`src/rtl/cac_fns_enc7_seq.sv`:
```
`default_nettype none
// +--------------------------------------------------------------------------+
// | Module      : cac_fns_enc7_seq                                           |
// | Description : Sequential 7-bit CAC encoder, greedy MSB-first subtraction |
// |               against latched FNS weights, one code bit per clock.       |
// | Revision    : 1.0 - initial release                                      |
// +--------------------------------------------------------------------------+
module cac_fns_enc7_seq #(
    parameter int DATA_W = 6,
    parameter int FNS_W  = 5
) (
    input  logic              clk,
    input  logic              rst_n,
    input  logic              in_valid,
    output logic              in_ready,
    input  logic [DATA_W-1:0] datain,
    input  logic [FNS_W-1:0]  FNS03,
    input  logic [FNS_W-1:0]  FNS04,
    input  logic [FNS_W-1:0]  FNS05,
    input  logic [FNS_W-1:0]  FNS06,
    input  logic [FNS_W-1:0]  FNS07,
    output logic              out_valid,
    input  logic              out_ready,
    output logic [6:0]        codeout,
    output logic              enc_err
);

    localparam int c_CMP_W = (DATA_W > FNS_W) ? DATA_W : FNS_W;

    localparam logic [1:0] c_IDLE = 2'd0;
    localparam logic [1:0] c_ENC  = 2'd1;
    localparam logic [1:0] c_DONE = 2'd2;

    logic [1:0]        r_state;
    logic [1:0]        w_state_nxt;
    logic [DATA_W-1:0] r_residual;
    logic [2:0]        r_idx;
    logic [6:0]        r_code;
    logic [6:0]        r_codeout;
    logic              r_enc_err;
    logic [FNS_W-1:0]  r_fns03;
    logic [FNS_W-1:0]  r_fns04;
    logic [FNS_W-1:0]  r_fns05;
    logic [FNS_W-1:0]  r_fns06;
    logic [FNS_W-1:0]  r_fns07;

    logic [c_CMP_W-1:0] w_weight;
    logic [c_CMP_W-1:0] w_res_ext;
    logic [c_CMP_W-1:0] w_res_nxt;
    logic               w_take;
    logic [6:0]         w_code_nxt;
    logic               w_accept;

    // Bits 0 and 1 carry a fixed weight of one; bits 2..6 use the latched weights.
    always_comb begin
        w_weight = c_CMP_W'(1);
        case (r_idx)
            3'd2:    w_weight = c_CMP_W'(r_fns03);
            3'd3:    w_weight = c_CMP_W'(r_fns04);
            3'd4:    w_weight = c_CMP_W'(r_fns05);
            3'd5:    w_weight = c_CMP_W'(r_fns06);
            3'd6:    w_weight = c_CMP_W'(r_fns07);
            default: w_weight = c_CMP_W'(1);
        endcase
    end

    always_comb begin
        w_res_ext         = c_CMP_W'(r_residual);
        w_take            = (w_res_ext >= w_weight);
        w_res_nxt         = w_take ? (w_res_ext - w_weight) : w_res_ext;
        w_code_nxt        = r_code;
        w_code_nxt[r_idx] = w_take;
    end

    always_ff @(posedge clk or negedge rst_n) begin
        if (!rst_n) begin
            r_state <= c_IDLE;
        end else begin
            r_state <= w_state_nxt;
        end
    end

    always_comb begin
        w_state_nxt = r_state;
        in_ready    = 1'b0;
        out_valid   = 1'b0;
        w_accept    = 1'b0;
        case (r_state)
            c_IDLE: begin
                in_ready = 1'b1;
                if (in_valid) begin
                    w_accept    = 1'b1;
                    w_state_nxt = c_ENC;
                end
            end
            c_ENC: begin
                if (r_idx == 3'd0) begin
                    w_state_nxt = c_DONE;
                end
            end
            c_DONE: begin
                out_valid = 1'b1;
                if (out_ready) begin
                    w_state_nxt = c_IDLE;
                end
            end
            default: w_state_nxt = c_IDLE;
        endcase
    end

    always_ff @(posedge clk or negedge rst_n) begin
        if (!rst_n) begin
            r_residual <= '0;
            r_idx      <= 3'd6;
            r_code     <= '0;
            r_codeout  <= '0;
            r_enc_err  <= 1'b0;
            r_fns03    <= '0;
            r_fns04    <= '0;
            r_fns05    <= '0;
            r_fns06    <= '0;
            r_fns07    <= '0;
        end else if (w_accept) begin
            r_residual <= datain;
            r_idx      <= 3'd6;
            r_code     <= '0;
            r_fns03    <= FNS03;
            r_fns04    <= FNS04;
            r_fns05    <= FNS05;
            r_fns06    <= FNS06;
            r_fns07    <= FNS07;
        end else if (r_state == c_ENC) begin
            // A taken bit never exceeds the residual, so the narrowing is lossless.
            r_residual <= w_res_nxt[DATA_W-1:0];
            r_code     <= w_code_nxt;
            if (r_idx == 3'd0) begin
                r_codeout <= w_code_nxt;
                r_enc_err <= (w_res_nxt != '0);
            end else begin
                r_idx <= r_idx - 3'd1;
            end
        end
    end

    assign codeout = r_codeout;
    assign enc_err = r_enc_err;

endmodule
`default_nettype wire

```
`config.mk`:
```
export PLATFORM = sky130hd
export DESIGN_NAME = cac_fns_enc7_seq
export DESIGN_NICKNAME = d
export VERILOG_FILES = /design/src/rtl/cac_fns_enc7_seq.sv
export SDC_FILE = /design/constraint.sdc
export NUM_CORES = 1
export LEC_CHECK = 0
export CAP_MARGIN = 20
export CORE_MARGIN = 5
export CORE_UTILIZATION = 43
export DETAILED_ROUTE_END_ITERATION = 16
export PLACE_DENSITY = 0.64
export SETUP_SLACK_MARGIN = 0.3
export SLEW_MARGIN = 10
export SYNTH_ARGS = -nofsm -noshare
export SYNTH_HDL_FRONTEND = slang
export SYNTH_SLANG_ARGS = --single-unit
```
`constraint.sdc`:
```
create_clock -name clk -period 9.75 [get_ports clk]
set_clock_uncertainty 0.15 [all_clocks]
set_input_delay 1.4625 -clock clk [delete_from_list [all_inputs] [get_ports clk]]
set_output_delay 1.4625 -clock clk [all_outputs]
set_load 0.1 [all_outputs]
```
Word-level counts from Yosys, hierarchy flattened

Cells that the tools add are included.

Memories kept: 0
Logic and storage cells: 56
Input bits: 35
Output and inout port bits: 10
Memory bits (read-only): 0
Bits in latches: 0
Bits in writable memories: 0
Flip-flop bits (word level): 51

Shift operators: 0
Reduce and logical (&&, ||, !) cells: 8
Multiplexer cells: 20
Divide/modulo/power cells: 0
Multiply operators: 0
Eq/ne operators: 11
Bitwise logic cells: 1
$lt $le $gt $ge: 3
$add $sub $neg: 2

Operator list:

| kind                                                              | count |
|---|---|
| one-hot mux 5 bit (5 select lines)                                | 1 |
| 2-to-1 mux 6 bit                                                  | 3 |
| 2-to-1 mux 7 bit                                                  | 2 |
| equality test 3 bit, second input constant                        | 3 |
| 2-to-1 mux 3 bit                                                  | 3 |
| != test 2 bit, second input constant                              | 4 |
| bitwise mux 7 bit                                                 | 1 |
| equality test 3 x 2 -> 1 bit, second input constant               | 2 |
| greater-or-equal comparator 6 bit                                 | 1 |
| 2-to-1 mux 2 bit                                                  | 3 |
| one-hot mux 2 bit (3 select lines)                                | 1 |
| AND reduction 3 bit                                               | 2 |
| nonzero test 6 bit                                                | 1 |
| subtractor 6 bit                                                  | 1 |
| 2-to-1 mux 1 bit                                                  | 5 |
| less-than comparator 3 x 4 -> 1 bit, second input constant        | 1 |
| demux 1 bit (select 3 bit)                                        | 1 |
| greater-or-equal comparator 3 x 1 -> 1 bit, second input constant | 1 |
| logical NOT 3 bit                                                 | 1 |
| subtractor 3 x 1 -> 3 bit, second input constant                  | 1 |
| equality test 2 x 1 -> 1 bit, second input constant               | 1 |
| equality test 2 bit, second input constant                        | 1 |
| logical NOT 2 bit                                                 | 1 |
| AND reduction 2 bit                                               | 1 |
| other kinds (3)                                                   | 3 |

Logic depth before layout (Yosys ltp)

Depth in word-level cells: 7
Mapped depth: 15
Gate-level depth less buffers: 13

Worst setup path after synthesis

OpenSTA, ideal clock, no wires.

Path type: register to output
Start: reg r_state[0]
End: out in_ready
Buffers on the path: 0
Data arrival time: 1706 ps
Path slack: 6431 ps
Stages on the path, launching flop included: 2
Cell sequence: dfrtp_1 nor2_1

Cells in the longest elaborated chain, start to end: 2

Ends and longest elaborated chain:

| element                  | RTL line | RTL |
|---|---|---|
| start: declaration       | 34       | `logic [1:0] r_state;` |
| start signal: assignment | 77       | `r_state <= c_IDLE;` |
| start signal: assignment | 79       | `r_state <= w_state_nxt;` |
| logical NOT 2 bit        | 88       | `case (r_state)` |
| 2-to-1 mux 1 bit         | 88       |  |
| end: declaration         | 15       | `output logic in_ready,` |

Every way passes these cells.

Worst setup path after layout

Start: reg r_state[0]
End: out out_valid

Cells in the longest elaborated chain, start to end: 2

Ends and longest elaborated chain:

| element             | RTL line | RTL |
|---|---|---|
| equality test 2 bit | 88       |  |
| 2-to-1 mux 1 bit    | 88       |  |
| end: declaration    | 22       | `output logic out_valid,` |

Every way passes these cells.

==> results.py <==
metrics = {
    "status": {
        "outcome": "finished clean",
    },
    "hold_path": {
        "worstHoldEndpoint": "r_fns07[4]$_DFFE_PN0P_",
        "hold_depth": 2,
        "hp-start": "r_fns07[4]$_DFFE_PN0P_",
        "hold_class": "register to register",
    },
    "clock_tree": {
        "cts.sinks": 51,
        "numCtsBuffers": 5,
        "cts_max_path_buffers": 2,
        "cts_max_level": 2,
        "hold_buffers": 0,
        "cts-root-buf": "clkbuf_8",
        "clk_pin_slew_ns": 0.09,
        "clk_latency_ns": 0.31,
        "cts_setup_buffers": 0,
        "ctsResizeCount": 0,
        "cts_tree": "built",
    },
    "routing": {
        "drt-total-wl_um": 6240,
        "viasPerCell": 5.21,
        "route.detailed.drc": 0,
        "post_drt_wl_per_cell_um": 15.3,
        "vias": 2125,
        "drtIter0Drc": 98,
        "ant_nets": 0,
        "drt-pass1-iter-count": 4,
    },
    "critical_path": {
        "critPathMaxFanout": 5,
        "regToRegSetupSlack_ns": 6.05,
        "critPathCaptureType": "primary output",
        "cp-start-kind": "register",
        "r2r_cells": 13,
        "timing.rr.end": "enc_err$_DFFE_PN0P_",
        "timing.critical_path.required_ns": 8.14,
        "r2r-start": "r_idx[0]$_DFFE_PN0P_",
        "crit_type": "register to primary output",
        "crit_arrival_ns": 2.09,
    },
    "power_and_ir_drop": {
        "ir_worst_vdd_mv": 0.186,
        "leakagePower_uw": 0.00155,
        "powerDensity_nw_per_um2": 418,
        "total_power_uw": 1390,
    },
    "grt": {
        "gr-total-overflow": 0,
        "grt_pass1_vias": 2151,
        "track_usage_pct": 17.1,
        "grt_max_degree": 52,
        "grt_pass1_wl_um": 10500,
        "antenna_found_initial": 0,
    },
    "placed_design": {
        "place_congestion": 0.963,
        "detailed_place.area_sq_um": 3180,
        "numPortBuffers": 44,
        "hpwl_um": 4490,
    },
    "timing": {
        "fin_setup_tns_ns": 0,
        "worst_pin_slew_ns": 0.974,
        "setup_viol": 0,
        "rsz0062_at_grt": "no",
        "whs_ns": 0.331,
        "slew_violations": 0,
        "max_freq_ghz": 0.270,
        "fin_crit_ns": 3.70,
        "maxSlewHeadroom_pct": 35.1,
        "min_period_over_period_pct": 37.9,
        "hold_viol_final": 0,
    },
    "yosys": {
        "syn_nets": 338,
        "ys_ff_latch": 51,
        "synth_seq_area_share_pct": 46.9,
        "synthArstFlopShare_pct": 100,
        "yosysTopAreaCell": "dfrtp_1",
        "syn_area_per_cell_sq_um": 9.33,
        "yosys-top-cells-area": "dfrtp_1 45%, nand2_1 13%, ha_1 4.6%",
        "yosysWarnings": 0,
        "ys.flop_type": "dfrtp_1",
        "synth_top_area_share_pct": 45.0,
        "syn_area_sq_um": 2730,
        "post_synth_num_cell_types": 54,
        "synthCells": 292,
        "synth_edf_count": 0,
    },
    "layout": {
        "final_cell_area_sq_um": 3330,
        "num_antenna_cells": 0,
        "nets": 376,
        "drive_gt1_share_pct": 8.46,
        "area_delta_synth_final_pct": 22.1,
    },
    "floorplanning": {
        "dieArea_sq_um": 8030,
        "die-width_um": 89.6,
        "num_io_pins": 45,
        "initial_core_util_pct": 43.7,
        "placement_rows": 29,
        "die_h_um": 89.6,
        "coreArea_sq_um": 6240,
    },
    "flow_run": {
        "cap_violations": 0,
    },
}
==> worst max path at each step <==
stage                                      start                        end  slack (ns)
after global placement                  in_valid  r_residual[1]$_DFFE_PN0P_        5.99
after global routing        r_idx[0]$_DFFE_PN0P_        enc_err$_DFFE_PN0P_        5.72
after CTS                   r_idx[0]$_DFFE_PN0P_        enc_err$_DFFE_PN0P_        6.04
after floorplan           r_state[0]$_DFFE_PN0P_                   in_ready        6.43
final                     r_state[0]$_DFFE_PN0P_                  out_valid        6.05
after detailed placement                in_valid  r_residual[4]$_DFFE_PN0P_        5.91
==> layout make-up <==
| cell class | instances | area [sq um] |
|---|---|---|
| Clock inverter | 2 | 60.1 |
| Tap cell | 77 | 96.3 |
| Fill cell | 593 | 2910 |
| Clock buffer | 6 | 72.6 |
| Multi-Input combinational cell | 215 | 1320 |
| Inverter | 11 | 41.3 |
| Sequential cell | 51 | 1280 |
| Timing Repair Buffer | 46 | 458 |
==> routing by layer <==
layer	global-route usage (%)	wire length [um]	vias up
met5	0	0	-
met4	5.55	106	0
met3	3.56	316	9
met2	27.7	2930	50
met1	22.9	2890	988
li1	-	-	1078
==> flip-flops by register name, summed over array words and instances (netlist names) <==
register,count
codeout,7
enc_err,1
r_code,7
r_fns03,5
r_fns04,5
r_fns05,5
r_fns06,5
r_fns07,5
r_idx,3
r_residual,6
r_state,2
==> cells in the final DEF, fill, tap and decap left out, drive strengths merged, types with 3 or more instances in the layout <==
master,instances
a21oi,11
a221o,4
a22o,14
and3,3
buf,3
clkbuf,6
clkdlybuf4s50,43
dfrtp,49
ha,10
inv,11
mux2,6
mux2i,5
nand2,92
nand3,4
nor2,11
nor3,3
o21ai,14
or3,3
==> critical path, cell delays in order (launching register included) <==
cell and delay, ns:
dfrtp_1 0.44, nand2b_1 0.17, inv_1 0.05, clkdlybuf4s50_1 1.12
==> cell usage after synthesis, drive strengths merged, types with 2 or more instances <==
cell    instances
o22ai           2
xnor2           2
dfrtp          49
nand2          92
or2             2
buf            11
nand2b          2
mux2            6
nand3b          2
nor2b           2
nor3            3
a211oi          2
inv            11
and3            3
ha             10
a22oi           2
a21oi          11
or3             3
clkbuf          4
a221o           4
o21ai          14
o211ai          2
nand3           4
mux2i           5
a22o           14
and2            2
nor2           11
dfstp           2
==> through the flow <==
step | utilization [%] | instances | setup WS (ns)
floorplan | - | 292 | 6.43
global placement | 51.0 | 399 | 5.99
detailed placement | 51.0 | 399 | 5.91
CTS | 53.1 | 407 | 6.04
global route | 53.3 | 408 | 5.72
finish | 53.3 | 408 | 6.05
==> logic make-up after synthesis <==
kind of cell             count (synthesis)  share of synthesized area, %
buffers and inverters                   26                          4.59
AND/OR/NAND/NOR                        131                          21.0
XOR/XNOR                                 2                         0.643
multiplexers                            12                          5.42
flip-flops                              51                          46.9
adder cells (fa/ha/maj)                 11                          5.33
AO/OA/AOI/OAI                           59                          16.1
==> power breakdown <==
group	total [uW]	internal (uW)	switching, uW
sequential	390	311	79.1
clock	173	103	70.2
combinational	829	323	506
Note: power is estimated with default switching activity, not from simulation.
